### config.mk
export PLATFORM = sky130hd
export DESIGN_NAME = pipe_sched
export DESIGN_NICKNAME = d
export VERILOG_FILES = /design/src/rtl/pipe_sched.sv
export SDC_FILE = /design/constraint.sdc
export NUM_CORES = 1
export LEC_CHECK = 0
export CORE_ASPECT_RATIO = 1.75
export CORE_UTILIZATION = 54
export DETAILED_ROUTE_END_ITERATION = 10
export GPL_TIMING_DRIVEN = 0
export PLACE_DENSITY = 0.85
export SLEW_MARGIN = 20
export SYNTH_ARGS = -nofsm -noshare
export SYNTH_HDL_FRONTEND = slang
export SYNTH_SLANG_ARGS = --single-unit
### constraint.sdc
create_clock -name clk -period 6 [get_ports clk]
set_input_delay 1.5 -clock clk [delete_from_list [all_inputs] [get_ports clk]]
set_output_delay 1.5 -clock clk [all_outputs]
set_load 0.01 [all_outputs]
### src/rtl/pipe_sched.sv
// In-order pipeline hazard scheduler: combinational stall/bubble/freeze from EX/MEM/WB write tracking, 0-cycle decision.
// mem_busy freezes every slot and the counter; WB_BYPASS_EN drops the WB slot from the hazard compare.
module pipe_sched (
  input  logic        clk,
  input  logic        rst,
  input  logic        dec_valid,
  input  logic [2:0]  dec_rs,
  input  logic [2:0]  dec_rt,
  input  logic        dec_rs_used,
  input  logic        dec_rt_used,
  input  logic        dec_wr,
  input  logic [2:0]  dec_wr_reg,
  input  logic        mem_busy,
  input  logic        flush,
  output logic        stall_id,
  output logic        bubble_ex,
  output logic        freeze,
  output logic [7:0]  pend_vec,
  output logic [15:0] stall_cnt
);

  typedef struct packed {
    logic       vld;
    logic [2:0] rgn;
  } slot_t;

  slot_t       ex_slot, mem_slot, wb_slot;
  logic [7:0]  ex_oh, mem_oh, wb_oh;
  logic        rs_hit, rt_hit, hit, issue;
  logic [15:0] cnt_nxt;

  // Invalid slots never contribute, whatever their reg field holds.
  always_comb begin
    ex_oh  = ex_slot.vld  ? (8'd1 << ex_slot.rgn)  : 8'd0;
    mem_oh = mem_slot.vld ? (8'd1 << mem_slot.rgn) : 8'd0;
    wb_oh  = wb_slot.vld  ? (8'd1 << wb_slot.rgn)  : 8'd0;
  end

`ifdef WB_BYPASS_EN
  // Register file writes before it is read, so WB never blocks decode.
  assign pend_vec = ex_oh | mem_oh;
  logic unused_wb;
  assign unused_wb = ^wb_oh;
`else
  assign pend_vec = ex_oh | mem_oh | wb_oh;
`endif

  assign rs_hit = dec_rs_used & pend_vec[dec_rs];
  assign rt_hit = dec_rt_used & pend_vec[dec_rt];
  assign hit    = dec_valid & ~flush & (rs_hit | rt_hit);
  assign issue  = dec_valid & ~hit & ~flush;

  assign freeze    = mem_busy;
  assign stall_id  = mem_busy | hit;
  assign bubble_ex = ~mem_busy & (hit | flush | ~dec_valid);

  assign cnt_nxt = (hit && !mem_busy && stall_cnt != 16'hFFFF) ? stall_cnt + 16'd1 : stall_cnt;

  always_ff @(posedge clk) begin
    if (rst) begin
      ex_slot   <= '0;
      mem_slot  <= '0;
      wb_slot   <= '0;
      stall_cnt <= 16'd0;
    end else begin
      if (!mem_busy) begin
        wb_slot  <= mem_slot;
        mem_slot <= ex_slot;
        ex_slot  <= issue ? slot_t'{vld: dec_wr, rgn: dec_wr_reg} : '0;
      end
      stall_cnt <= cnt_nxt;
    end
  end

endmodule

**Word level (Yosys, flattened, before mapping)**

Cells that the tools add are included.

- Input port bits: 17
- Memory bits (read-only): 0
- Flip-flop bits (word level): 28
- Word-level logic and storage cells: 42
- Memories: 0
- Latch bits: 0
- RAM bits: 0

- Bitwise logic cells: 17
- $lt $le $gt $ge: 2
- Reductions and logical operators: 3
- Multipliers: 0
- Add/subtract/negate cells: 1
- Divide/modulo/power cells: 0
- Equality and inequality tests: 1
- Shift-type cells: 3
- Muxes and demuxes: 8

Operator list:

| operator | number |
|---|---|
| 2-to-1 mux 8 bit | 3 |
| << shifter 1 x 3 -> 8 bit (first input constant) | 3 |
| adder 16 x 1 -> 16 bit (second input constant) | 1 |
| != test 16 bit (second input constant) | 1 |
| bitwise OR 8 bit | 2 |
| less-than comparator 3 x 4 -> 1 bit (second input constant) | 2 |
| AND 1 bit | 7 |
| binary-select mux 1 bit (select 3 bit) | 2 |
| 2-to-1 mux 4 bit | 1 |
| inverter 1 bit | 4 |
| bitwise OR 1 bit | 4 |
| logical AND 1 bit | 2 |
| 2-to-1 mux 1 bit | 2 |
| logical NOT 1 bit | 1 |

**Logic depth before layout (Yosys ltp)**

Gate-level depths: netlist of run 1.

- Depth after elaboration: 13
- Mapped depth: 9
- Gate-level depth less buffers: 8

**Worst setup path after synthesis of run 1**

OpenSTA, ideal clock, no wires.

- Path type: input -> output
- From: in dec_rs[0]
- To: out bubble_ex
- Setup slack: 1.453 ns
- Arrival time: 3.047 ns
- Data required time: 4.500 ns
- Cell stages on the path: 7
- Cell sequence: or3b_2 -> or4_1 -> o311a_1 -> nand3_4 -> and2_1 -> buf_2 -> a31oi_1

- Longest elaborated chain between the ends: 8

Ends and longest elaborated chain:

| element | line | source |
|---|---|---|
| from (decl) | 7 | `input logic [2:0] dec_rs,` |
| binary-select mux 1 bit (select 3 bit) | 48 | `assign rs_hit = dec_rs_used & pend_vec[dec_rs];` |
| 2-to-1 mux 1 bit (not written as such) | 48 |  |
| AND 1 bit | 48 |  |
| bitwise OR 1 bit | 50 | `assign hit = dec_valid & ~flush & (rs_hit \| rt_hit);` |
| AND 1 bit | 50 |  |
| bitwise OR 1 bit (2 in series) | 55 | `assign bubble_ex = ~mem_busy & (hit \| flush \| ~dec_valid);` |
| AND 1 bit | 55 |  |
| to (decl) | 16 | `output logic bubble_ex,` |

Every way passes these cells. The select of a mux whose other input is x is not followed.

**Worst setup path in the final report of run 1**

- From: in dec_rs[2]
- To: out bubble_ex

Same word-level chain as after synthesis.

==> metrics.csv, run 1 <==
stage,metric,value,unit
timing,period_share,0.963,
drt,drt_iter0_markers,67,
synth,avgSynthCellArea,8.93,sq um
setup_path,cp_max_fo,10,
timing,worst_pin_slew,582,ps
synth,synth_sequential_area_ratio,0.289,
final_layout,finalNonFillerCells,308,
final_layout,fill_cells,277,
floorplan,num_io_pins,44,
setup_path,cpMostUsedCell,clkdlybuf4s50_1,
synth,synth_async_sr_flop_share,0,
final_layout,area_delta_synth_final,28.3,%
clock_network,cts_resized,0,
place,gp_congestion,0.935,
drt,vias,1930,
timing,timing.final.ws_setup,219,ps
clock_network,clk_pin_slew,100,ps
hold_path,hp-start,stall_cnt[12],
grt,first_global_vias,1783,
final_layout,drive_above_1_share,0.156,
timing,setup_viol,0,
synth,synth_edf_count,0,
timing,fin_crit,5780,ps
place,place_area,0.00241,sq mm
setup_path,cp-startpoint,dec_rs[2],
setup_path,critical_path_arrival,4280,ps
floorplan,row_count,28,
drt,routedWlPerCell,16.4,um
synth,syn_area,0.00194,sq mm
hold_path,hold_path_class,reg -> reg,
floorplan,die_width,47.3,um
place,place_ws,253,ps
place,dpl.hpwl,3840,um
place,placed_cells,304,
floorplan,initial_core_util,0.570,
floorplan,coreArea,0.00340,sq mm
setup_path,endpoint_kind,output port,
synth,synthCells,217,
setup_path,path_delay_family,buffers and inverters,
setup_path,cp_num_buf_inv,3,
power_and_ir_drop,p_per_area,158,mW/mm^2
synth,yosysMostFrequentCell,dfxtp_1,
synth,netlist-cell-type-count,59,
clock_network,cts_made_buffers,3,
drt,routed_wl,5060,um
power_and_ir_drop,ir_drop,0.153,mV
clock_network,clk_path_buf_depth,2,
synth,yosys_warnings,0,
drt,drtPass1Iterations,4,
final_layout,design_area,0.00249,sq mm
synth,synth_common_cells,"dfxtp_1, nor2_1, nand4_1",
grt,grt_use_total,0.299,
clock_network,cts_root_buffer,clkbuf_8,
setup_path,start_kind,input pin,
synth,synth_area_leader_cell,dfxtp_1,
setup_path,slowest_delay,580,ps
setup_path,critical_path_class,in -> out,
timing,fin_skew,7.16,ps
clock_network,cts_tree,built,
synth,synth_top_flop_cell,dfxtp_1,
synth,synth_fp_nets,235,
setup_path,timing.rr.start,mem_slot[0],
synth,ys_ff_latch,28,
flow_run,drv_cap,0,
place,portBuffers,42,
timing,hold_viol,0,
drt,via_per_inst,6.27,
grt,antenna_found_initial,0,
timing,tns,0,ps
timing,maxSlewHeadroom,0.602,
drt,drc,0,
timing,max_freq,0.173,GHz
clock_network,htreeDepth,1,
grt,grt_overflow,0,
clock_network,holdBufCountCts,0,
floorplan,dieArea,0.00384,sq mm
grt,grt_max_degree,17,
drt,ant_nets,0,
setup_path,worstPathRequired,4500,ps
clock_network,clock_sinks,28,
timing,rsz0062_at_grt,no,
synth,yosys-top-cells-area,"dfxtp_1, nand4_1, nor2_1",
grt,grt_pass1_wl,8340,um
setup_path,critical-path-slowest-cell,clkdlybuf4s50_1,
floorplan,die_h,81.3,um
final_layout,layout.nets,282,
synth,synth_top_area_share,0.289,
clock_network,clk-insertion-delay-late,280,ps
timing,drv_slew,0,
run_status,status,completed,
final_layout,n_antenna_cell,0,
setup_path,crit_chain,"clkdlybuf4s50_1, or3b_2, or4_1, o311a_1, nand3_4, and2_1, buf_2, a31oi_1, clkdlybuf4s50_1",
power_and_ir_drop,power_leakage,0.894,nW
clock_network,cts_setup_buffers,0,
worst paths after layout:
path / to / slack [ps] / cells after the start
setup reg to reg: stall_cnt[15] / 3410 / 8
setup / recovery: bubble_ex / 220 / 9
hold reg to reg: stall_cnt[12] / 560 / 2
hold / removal: stall_cnt[12] / 560 / 2
placed cells by master, fill, tap and decap left out, types with 4 or more instances in the layout:
| cell | count |
|---|---|
| or4_1 | 5 |
| dfxtp_1 | 28 |
| mux2i_1 | 9 |
| nand3_1 | 9 |
| nand2_1 | 6 |
| clkdlybuf4s50_1 | 42 |
| inv_1 | 5 |
| nand4b_1 | 7 |
| buf_2 | 5 |
| or3_1 | 4 |
| a32oi_1 | 4 |
| xnor2_1 | 6 |
| nor2_1 | 26 |
| a21oi_1 | 8 |
| and4bb_2 | 6 |
| nand3b_1 | 5 |
| nand4_1 | 16 |
| clkbuf_1 | 4 |
report_power, final:
part	switching, W	internal (W)
sequential	0.000000859	0.000187
clock	0.0000597	0.0000895
combinational	0.0000295	0.0000271
registers in the layout, summed over array words and instances, names as in the netlist:
register / cells
ex_slot: 4
wb_slot: 4
stall_cnt: 16
mem_slot: 4
layout make-up:
| class | instances | area (sq um) | share of cell area |
|---|---|---|---|
| Multi-Input combinational cell | 169 | 1270 | 0.511 |
| Sequential cell | 28 | 561 | 0.225 |
| Timing Repair Buffer | 42 | 420 | 0.169 |
| Buffer | 15 | 88.8 | 0.0357 |
| Tap cell | 45 | 56.3 | 0.0226 |
| Clock buffer | 3 | 41.3 | 0.0166 |
| Clock inverter | 1 | 30.0 | 0.0121 |
| Inverter | 5 | 18.8 | 0.00755 |
worst min-delay path: stages, from the launching register on:
cell and delay [ps]:
dfxtp_1 360, o31ai_1 90, a21oi_1 60
metal layers:
metal  routed length [um]  global-route usage
met1                 1890               0.314
met2                 2730               0.516
met3                  212              0.0667
met4                  226               0.163
met5                    0                   0
through the flow:
stage / hold slack, ps / total power (W) / util
after floorplan: 517 / 0.000224 / -
after global placement: 518 / 0.000247 / 0.711
after detailed placement: 528 / 0.000248 / 0.711
after CTS: 542 / 0.000394 / 0.732
after global routing: 563 / 0.000406 / 0.732
final: 556 / 0.000394 / 0.732
cells by family (layout without fill, tap and decap cells):
| kind of cell | count (synthesis) | count (layout) | synth area share |
|---|---|---|---|
| simple gates | 118 | 118 | 0.417 |
| compound gates | 32 | 32 | 0.137 |
| buf+inv | 20 | 66 | 0.0555 |
| fa+ha+maj | 1 | 1 | 0.00645 |
| flops | 28 | 28 | 0.289 |
| xor+xnor | 6 | 6 | 0.0271 |
| mux | 12 | 12 | 0.0678 |
Note: power is estimated with default switching activity, not from simulation.
==> run 2: changes to the inputs <==
CORE_UTILIZATION = 56   (was 54)
CTS_BUF_LIST = sky130_fd_sc_hd__clkbuf_8   (was unset)
PLACE_DENSITY = 0.88   (was 0.85)
==> metrics.csv, run 2 (synthesis results as in run 1) <==
stage,metric,value,unit,change
run_status,status,completed,,
place,place_area,0.00241,sq mm,-0.10%
drt,drc,0,,unchanged
clock_network,cts_resized,0,,unchanged
power_and_ir_drop,p_clk_frac,0.382,,+0.003
clock_network,clk_path_buf_depth,2,,unchanged
timing,drv_slew,0,,unchanged
final_layout,fill_cells,250,,-9.7%
setup_path,endpoint_kind,output port,,
drt,drt_iter0_markers,48,,-28%
final_layout,postLayoutCoreUtil,0.774,,+0.0423
final_layout,multiInputGateArea,0.00127,sq mm,unchanged
final_layout,area_delta_synth_final,28.1,%,
clock_network,cts_made_buffers,3,,unchanged
timing,worst_pin_slew,607,ps,+25.4 ps
power_and_ir_drop,p_int,0.000303,W,about the same
place,portBuffers,42,,unchanged
place,gp_congestion,0.892,,-4.6%
clock_network,clock_sinks,28,,unchanged
setup_path,start_kind,input pin,,
final_layout,largest_register_ffs,16,,unchanged
timing,setup_viol,0,,unchanged
clock_network,clk-insertion-delay-late,280,ps,about the same
final_layout,n_antenna_cell,0,,unchanged
setup_path,timing.rr.start,mem_slot[2],,
setup_path,rr_endpoint,stall_cnt[15],,
floorplan,die_width,46.5,um,-1.7%
drt,routedWlPerCell,15.7,um,-4.5%
floorplan,initial_core_util,0.604,,+0.0336
hold_path,hold_path_class,reg -> reg,,
setup_path,critical_path_arrival,4260,ps,-20 ps
power_and_ir_drop,p_per_area,159,mW/mm^2,+0.27%
timing,period_share,0.960,,-0.00330
grt,antenna_found_initial,0,,unchanged
drt,ant_nets,0,,unchanged
power_and_ir_drop,pwr-share-seq,0.476,,about the same
timing,timing.hold.ws,542,ps,-13.9 ps
clock_network,holdBufCountCts,0,,unchanged
setup_path,cp_max_fo,10,,unchanged
grt,grt_use_total,0.280,,-0.0188
hold_path,hold_depth,2,,unchanged
grt,first_global_vias,1787,,+0.22%
final_layout,drive_above_1_share,0.156,,unchanged
clock_network,cts_setup_buffers,0,,unchanged
drt,route.met3.wl,122,um,-42%
power_and_ir_drop,fin_total_pwr,0.000394,W,+0.17%
clock_network,clk_pin_slew,100,ps,about the same
grt,grt_max_degree,17,,unchanged
timing,fin_skew,8.04,ps,+0.886 ps
drt,wl_met1,1830,um,-3.4%
power_and_ir_drop,power_leakage,0.894,nW,unchanged
setup_path,critical_path_class,in -> out,,
timing,fin_crit,5760,ps,-19.8 ps
hold_path,hold_path_end,stall_cnt[12],,
final_layout,design_area,0.00248,sq mm,-0.10%
power_and_ir_drop,switching_share,0.230,,+0.00136
drt,via_per_inst,6.16,,-1.7%
clock_network,htreeDepth,1,,unchanged
final_layout,layout.nets,282,,unchanged
drt,routed_wl,4800,um,-5.1%
drt,vias,1884,,-2.4%
floorplan,dieArea,0.00371,sq mm,-3.4%
setup_path,worstPathRequired,4500,ps,about the same
flow_run,drv_cap,0,,unchanged
hold_path,hp-start,stall_cnt[12],,
floorplan,die_h,79.8,um,-1.8%
floorplan,row_count,27,,-3.6%
drt,route.met2.wl,2650,um,-3.1%
place,dpl.hpwl,3720,um,-3.0%
clock_network,cts_root_buffer,clkbuf_8,,
setup_path,r2r_slack,3390,ps,-20 ps
drt,topRoutingLayerUsed,met4,,
timing,tns,0,ps,unchanged
grt,grt_overflow,0,,unchanged
timing,max_freq,0.174,GHz,+0.34%
final_layout,layout_commonest_cell,clkdlybuf4s50_1,,
power_and_ir_drop,p_sw,0.0000908,W,+0.76%
floorplan,num_io_pins,44,,unchanged
floorplan,coreArea,0.00321,sq mm,-5.6%
setup_path,ff2ff_path_depth,8,,unchanged
final_layout,ff_latch_area,561,sq um,unchanged
grt,grt_pass1_wl,7600,um,-8.8%
power_and_ir_drop,ir_drop,0.145,mV,-5.5%
timing,maxSlewHeadroom,0.585,,-0.0174
power_and_ir_drop,p_comb_frac,0.142,,-0.002
drt,drtPass1Iterations,4,,unchanged
final_layout,final_cell_mix,"clkdlybuf4s50_1, dfxtp_1, nor2_1",,
final_layout,regMostFlops,stall_cnt,,
timing,hold_viol,0,,unchanged
clock_network,cts_tree,built,,
timing,rsz0062_at_grt,no,,
-- run 2: cell counts in the layout (fill, tap and decap cells not counted) --
No cell type changed its count.
-- run 2: through the flow --
stage	setup slack, ps	cells
floorplan	1450	217
global placement	270	302
detailed placement	255	302
CTS	253	306
global route	138	306
finish	239	306
-- run 2: area by class of cell --
cell class	instances	area share
multi-input cells	169	0.511
flip-flops and latches	28	0.226
repair buffers	42	0.169
plain buffers	15	0.0358
well taps	43	0.0217
clock buffers	3	0.0166
clock inverters	1	0.0121
inverters	5	0.00756
-- run 2: layer usage --
layer	track usage	up-vias
met1	0.275	887
met5	0	-
met2	0.517	46
met4	0.168	0
met3	0.0226	17
li1	-	934
-- run 2: worst max-delay path by stage --
| stage | slack (ps) | end | from |
|---|---|---|---|
| CTS | 250 | bubble_ex | dec_rs[2] |
| global placement | 270 | bubble_ex | dec_rs[2] |
| floorplan | 1450 | bubble_ex | dec_rs[0] |
| detailed placement | 260 | bubble_ex | dec_rs[2] |
| global route | 140 | bubble_ex | dec_rs[2] |
| finish | 240 | bubble_ex | dec_rs[2] |
-- run 2: power by group through the flow --
stage               clock network (W)  logic [W]  registers (W)
finish                       0.000151  0.0000559       0.000188
global route                 0.000155  0.0000606       0.000188
CTS                          0.000150  0.0000559       0.000188
detailed placement                  0  0.0000556       0.000192
global placement                    0  0.0000548       0.000192
floorplan                           0  0.0000324       0.000192
-- run 2: worst max-delay path, cell delays in order --
cell and delay (ps):
clkdlybuf4s50_1 600, or3b_2 460, or4_1 410, o311a_1 170, nand3_4 120, and2_1 170, buf_2 220, a31oi_1 100
clkdlybuf4s50_1 510
==> patch 1, RTL diff (settings of run 1) <==
Reset style: asynchronous (`rst`), changed in one clocked block.
--- a/src/rtl/pipe_sched.sv
+++ b/src/rtl/pipe_sched.sv
@@ -58,3 +58,3 @@
 
-  always_ff @(posedge clk) begin
+  always_ff @(posedge clk or posedge rst) begin
     if (rst) begin
Function: differs if rst is asserted again (counterexample within 4 cycles, from zero or initial values and one cycle with rst high); with rst held inactive, the same outputs for 4 cycles.
==> patch 1 against run 1 <==
- area after synthesis decreased by 2.1%
- sequential cell count is the same
- setup slack improved by 330 ps
- design area shrank 1.7%
- global-route usage decreased by 2.0 points
- routed wire length shrank 2.7%
- critical path type unchanged
Power is not compared: it rests on default switching activity, and its combinational part moved more than twofold at a synthesized area within 25%.
==> patch 1: results <==
{
  "status": "finished, final reports clean",
  "synth_compound_area_share_pct": 7.388,
  "critPathMaxStageDelay_ps": 530,
  "fin_worst_skew_ps": 10.27,
  "htreeDepth": 1,
  "min_path_cells": 1,
  "holdPathEnd": "stall_cnt[10]",
  "powerClk_uw": 149,
  "synth.area.mux_share_pct": 8.707,
  "cts_buffers": 3,
  "vdd.ir_drop.worst_mv": 0.1790,
  "grt_pass1_wl_microns": 7458,
  "diodes": 0,
  "whs_ps": 503.9,
  "firstDrtPassIters": 5,
  "drive_above_1_share_pct": 19.00,
  "worstSetupStartpoint": "dec_rs[2]",
  "r2r_start": "ex_slot[0]",
  "synthDistinctLibCells": 48,
  "grt_max_degree": 29,
  "synthCells": 175,
  "synth-xor-area-share_pct": 5.079,
  "hold_class": "reg2reg",
  "crit_arrival_ps": 3950,
  "holdCritStartpoint": "stall_cnt[10]",
  "via_per_inst": 6.233,
  "rrSetupSlack_ps": 3370,
  "ctsResizeCount": 0,
  "leakage_nw": 1.053,
  "drt-initial-drc-count": 24,
  "largest_reg_flops": 16,
  "clockPowerShare_pct": 30.4,
  "ys_top_cells_by_count": "dfrtp_1, nand2_1, xor2_1",
  "fin_nets": 240,
  "dpl_cell_area_sq_um": 2374,
  "synthAdderAreaFrac_pct": 0.6596,
  "grt.total_usage_pct": 27.84,
  "place_hpwl_microns": 3739,
  "reg2reg_to": "stall_cnt[14]",
  "port_buffers": 42,
  "relSlewSlack_pct": 36.49,
  "finalWirelength_microns": 4923,
  "period_needed_ps": 5453,
  "combPwrFrac_pct": 23.7,
  "gp_congestion": 0.8038,
  "post-place-ws_ps": 591.8,
  "rr_worst_depth": 9,
  "syn_nets": 193,
  "endpoint": "bubble_ex",
  "synth.area.top_cells": "dfrtp_1, and4b_1, nor4bb_1",
  "post_cts_buffers": 0,
  "placed_cells_incl_taps": 262,
  "vias": 1658,
  "crit_family": "buffers and inverters",
  "async_flop_share_pct": 100.0,
  "synth_seq_area_share_pct": 36.94,
  "cts_buffer_depth": 2,
  "swShare_pct": 26.89,
  "grt_pass1_vias": 1635
}
==> patch 1: changes by cell type after synthesis, moves of 6 or more <==
cell | run 1 | this run
a21oi_1 | 8 | 2
nor2_1 | 26 | 3
nand4_1 | 16 | 2
mux2_2 | 1 | 8
dfxtp_1 | 28 | 0
nor4bb_1 | 3 | 9
mux2i_1 | 9 | 0
and4bb_2 | 6 | 0
and4b_1 | 2 | 9
nand4b_1 | 7 | 0
dfrtp_1 | 0 | 28
xor2_1 | 0 | 10
==> patch 1: metal layers <==
layer / routed length, microns / GRT usage [%]
met2: 2847 / 53.75
met4: 161 / 12.00
met5: 0 / 0
met3: 155 / 1.798
met1: 1759 / 27.86
==> patch 1: layout make-up <==
class                           count  area, sq um
Buffer                              9        61.31
Clock buffer                        3        41.29
Clock inverter                      1        30.03
Fill cell                         258        918.4
Inverter                            5        18.77
Multi-Input combinational cell    133         1116
Sequential cell                    28        700.7
Tap cell                           45        56.30
Timing Repair Buffer               42        420.4
==> patch 2, RTL diff (settings of run 1) <==
Without the edit above. Build with the macro `WB_BYPASS_EN` defined.
--- a/src/rtl/pipe_sched.sv
+++ b/src/rtl/pipe_sched.sv
@@ -2,2 +2,4 @@
 // mem_busy freezes every slot and the counter; WB_BYPASS_EN drops the WB slot from the hazard compare.
+`define WB_BYPASS_EN
+
 module pipe_sched (
Formal check against the unedited RTL: not equivalent (Yosys sat finds a counterexample within 4 cycles, from zero or initial values and one cycle with rst high).
==> patch 2 against run 1 <==
- routed wire length down 9.2%
- sequential cell count down 4
- non-clock buffer count down 9
- area after synthesis down 21%
- global-route usage up 2.0 points
- design area down 18%
- setup slack better by 420 ps
- power down 19%
- cell count down 15%
- count of clock-buffer cells in the layout up 1
- critical path type unchanged
- critical endpoint is now stall_id
==> patch 2: results <==
{
  "status": "finished, final reports clean",
  "ys_top_cells_by_count": "dfxtp_1, nor2_1, nand2_1",
  "grt_pass1_wl_microns": 7665,
  "synth_seq_area_share_pct": 31.27,
  "fillCellCount": 224,
  "hold_class": "reg2reg",
  "dr_wl_met3_microns": 160,
  "leakage_nw": 0.7214,
  "routed-wl-met2_microns": 2642,
  "synthDistinctLibCells": 45,
  "worstSetupStartpoint": "dec_rt[1]",
  "via_per_inst": 6.656,
  "grt_max_degree": 14,
  "synth.area.mux_share_pct": 6.270,
  "htreeDepth": 1,
  "synthCells": 190,
  "synth.area.top_cells": "dfxtp_1, nor2_1, nand2_1",
  "gp_congestion": 0.8800,
  "syn_nets": 208,
  "synthAdderAreaFrac_pct": 0.8143,
  "ctsResizeCount": 0,
  "async_flop_share_pct": 0,
  "critPathMaxStageDelay_ps": 600,
  "avgRoutedWirePerCell_microns": 17.53,
  "post_cts_buffers": 0,
  "endpoint": "stall_id",
  "drt-met1-wl_microns": 1629,
  "synth_compound_area_share_pct": 20.36,
  "fin_worst_skew_ps": 5.325,
  "fin_cells": 262,
  "vdd.ir_drop.worst_mv": 0.1291,
  "crit_arrival_ps": 3870,
  "grt.total_usage_pct": 31.90,
  "clk-insertion-delay-late_ps": 270,
  "whs_ps": 513.7,
  "place_hpwl_microns": 3559,
  "highest_layer": "met4",
  "drt-initial-drc-count": 50,
  "fin_nets": 254,
  "reg2reg_to": "stall_cnt[4]",
  "drive_above_1_share_pct": 7.660,
  "synth-xor-area-share_pct": 1.140,
  "grt_pass1_vias": 1721,
  "firstDrtPassIters": 4,
  "tightest_slew_ps": 770.0,
  "rrSetupSlack_ps": 3430,
  "port_buffers": 41,
  "r2r_start": "stall_cnt[0]"
}
## patch 2: metrics by stage
step	area [sq um]	power, mW	utilization [%]	setup WS [ps]
finish	2036	0.3193	75.67	634.2
global placement	1981	0.2085	73.63	717.8
CTS	2036	0.3177	75.67	661.6
floorplan	1536	0.1886	-	1977
global route	2036	0.3288	75.67	471.6
detailed placement	1981	0.2104	73.63	674.7
## patch 2: final cells by class
cell class,instances,share of cell area [%]
multi-input cells,157,49.78
inverters,2,0.3688
well taps,27,1.659
plain buffers,7,1.721
flip-flops and latches,24,23.60
repair buffers,41,20.16
clock buffers,4,2.704
## patch 2: kinds of logic after synthesis
group           after synthesis
simple gates                103
xor+xnor                      2
fa+ha+maj                     1
flops                        24
buf+inv                       9
compound gates               42
mux                           9
## patch 2: how the worst min path moves through the flow
stage | startpoint | endpoint | cells past startpoint
finish | stall_cnt[11] | stall_cnt[11] | 2
floorplan | stall_cnt[11] | stall_cnt[11] | 2
CTS | stall_cnt[11] | stall_cnt[11] | 2
detailed placement | stall_cnt[11] | stall_cnt[11] | 2
global placement | stall_cnt[11] | stall_cnt[11] | 2
global route | stall_cnt[11] | stall_cnt[11] | 2
## patch 2: worst register-to-register path: cells and delay by family (launching register included)
| family | cells | cell delay [ps] |
|---|---|---|
| multiplexers | 1 | 340 |
| adder cells (fa/ha/maj) | 1 | 230 |
| AND/OR/NAND/NOR | 5 | 1290 |
| flip-flops | 1 | 400 |
| buffers and inverters | 1 | 210 |
## patch 2: where the power goes
group	internal [mW]	total, mW	switching (mW)	leakage [nW]
Sequential	0.160	0.162	0.00226	0.193
Combinational	0.0213	0.0448	0.0235	0.499
Clock	0.0587	0.112	0.0534	0.0288
## patch 2: layer usage
metal,up-vias,track usage [%]
met5,-,0
met4,0,20.14
met3,17,2.736
met2,71,61.37
met1,845,31.32
li1,811,-
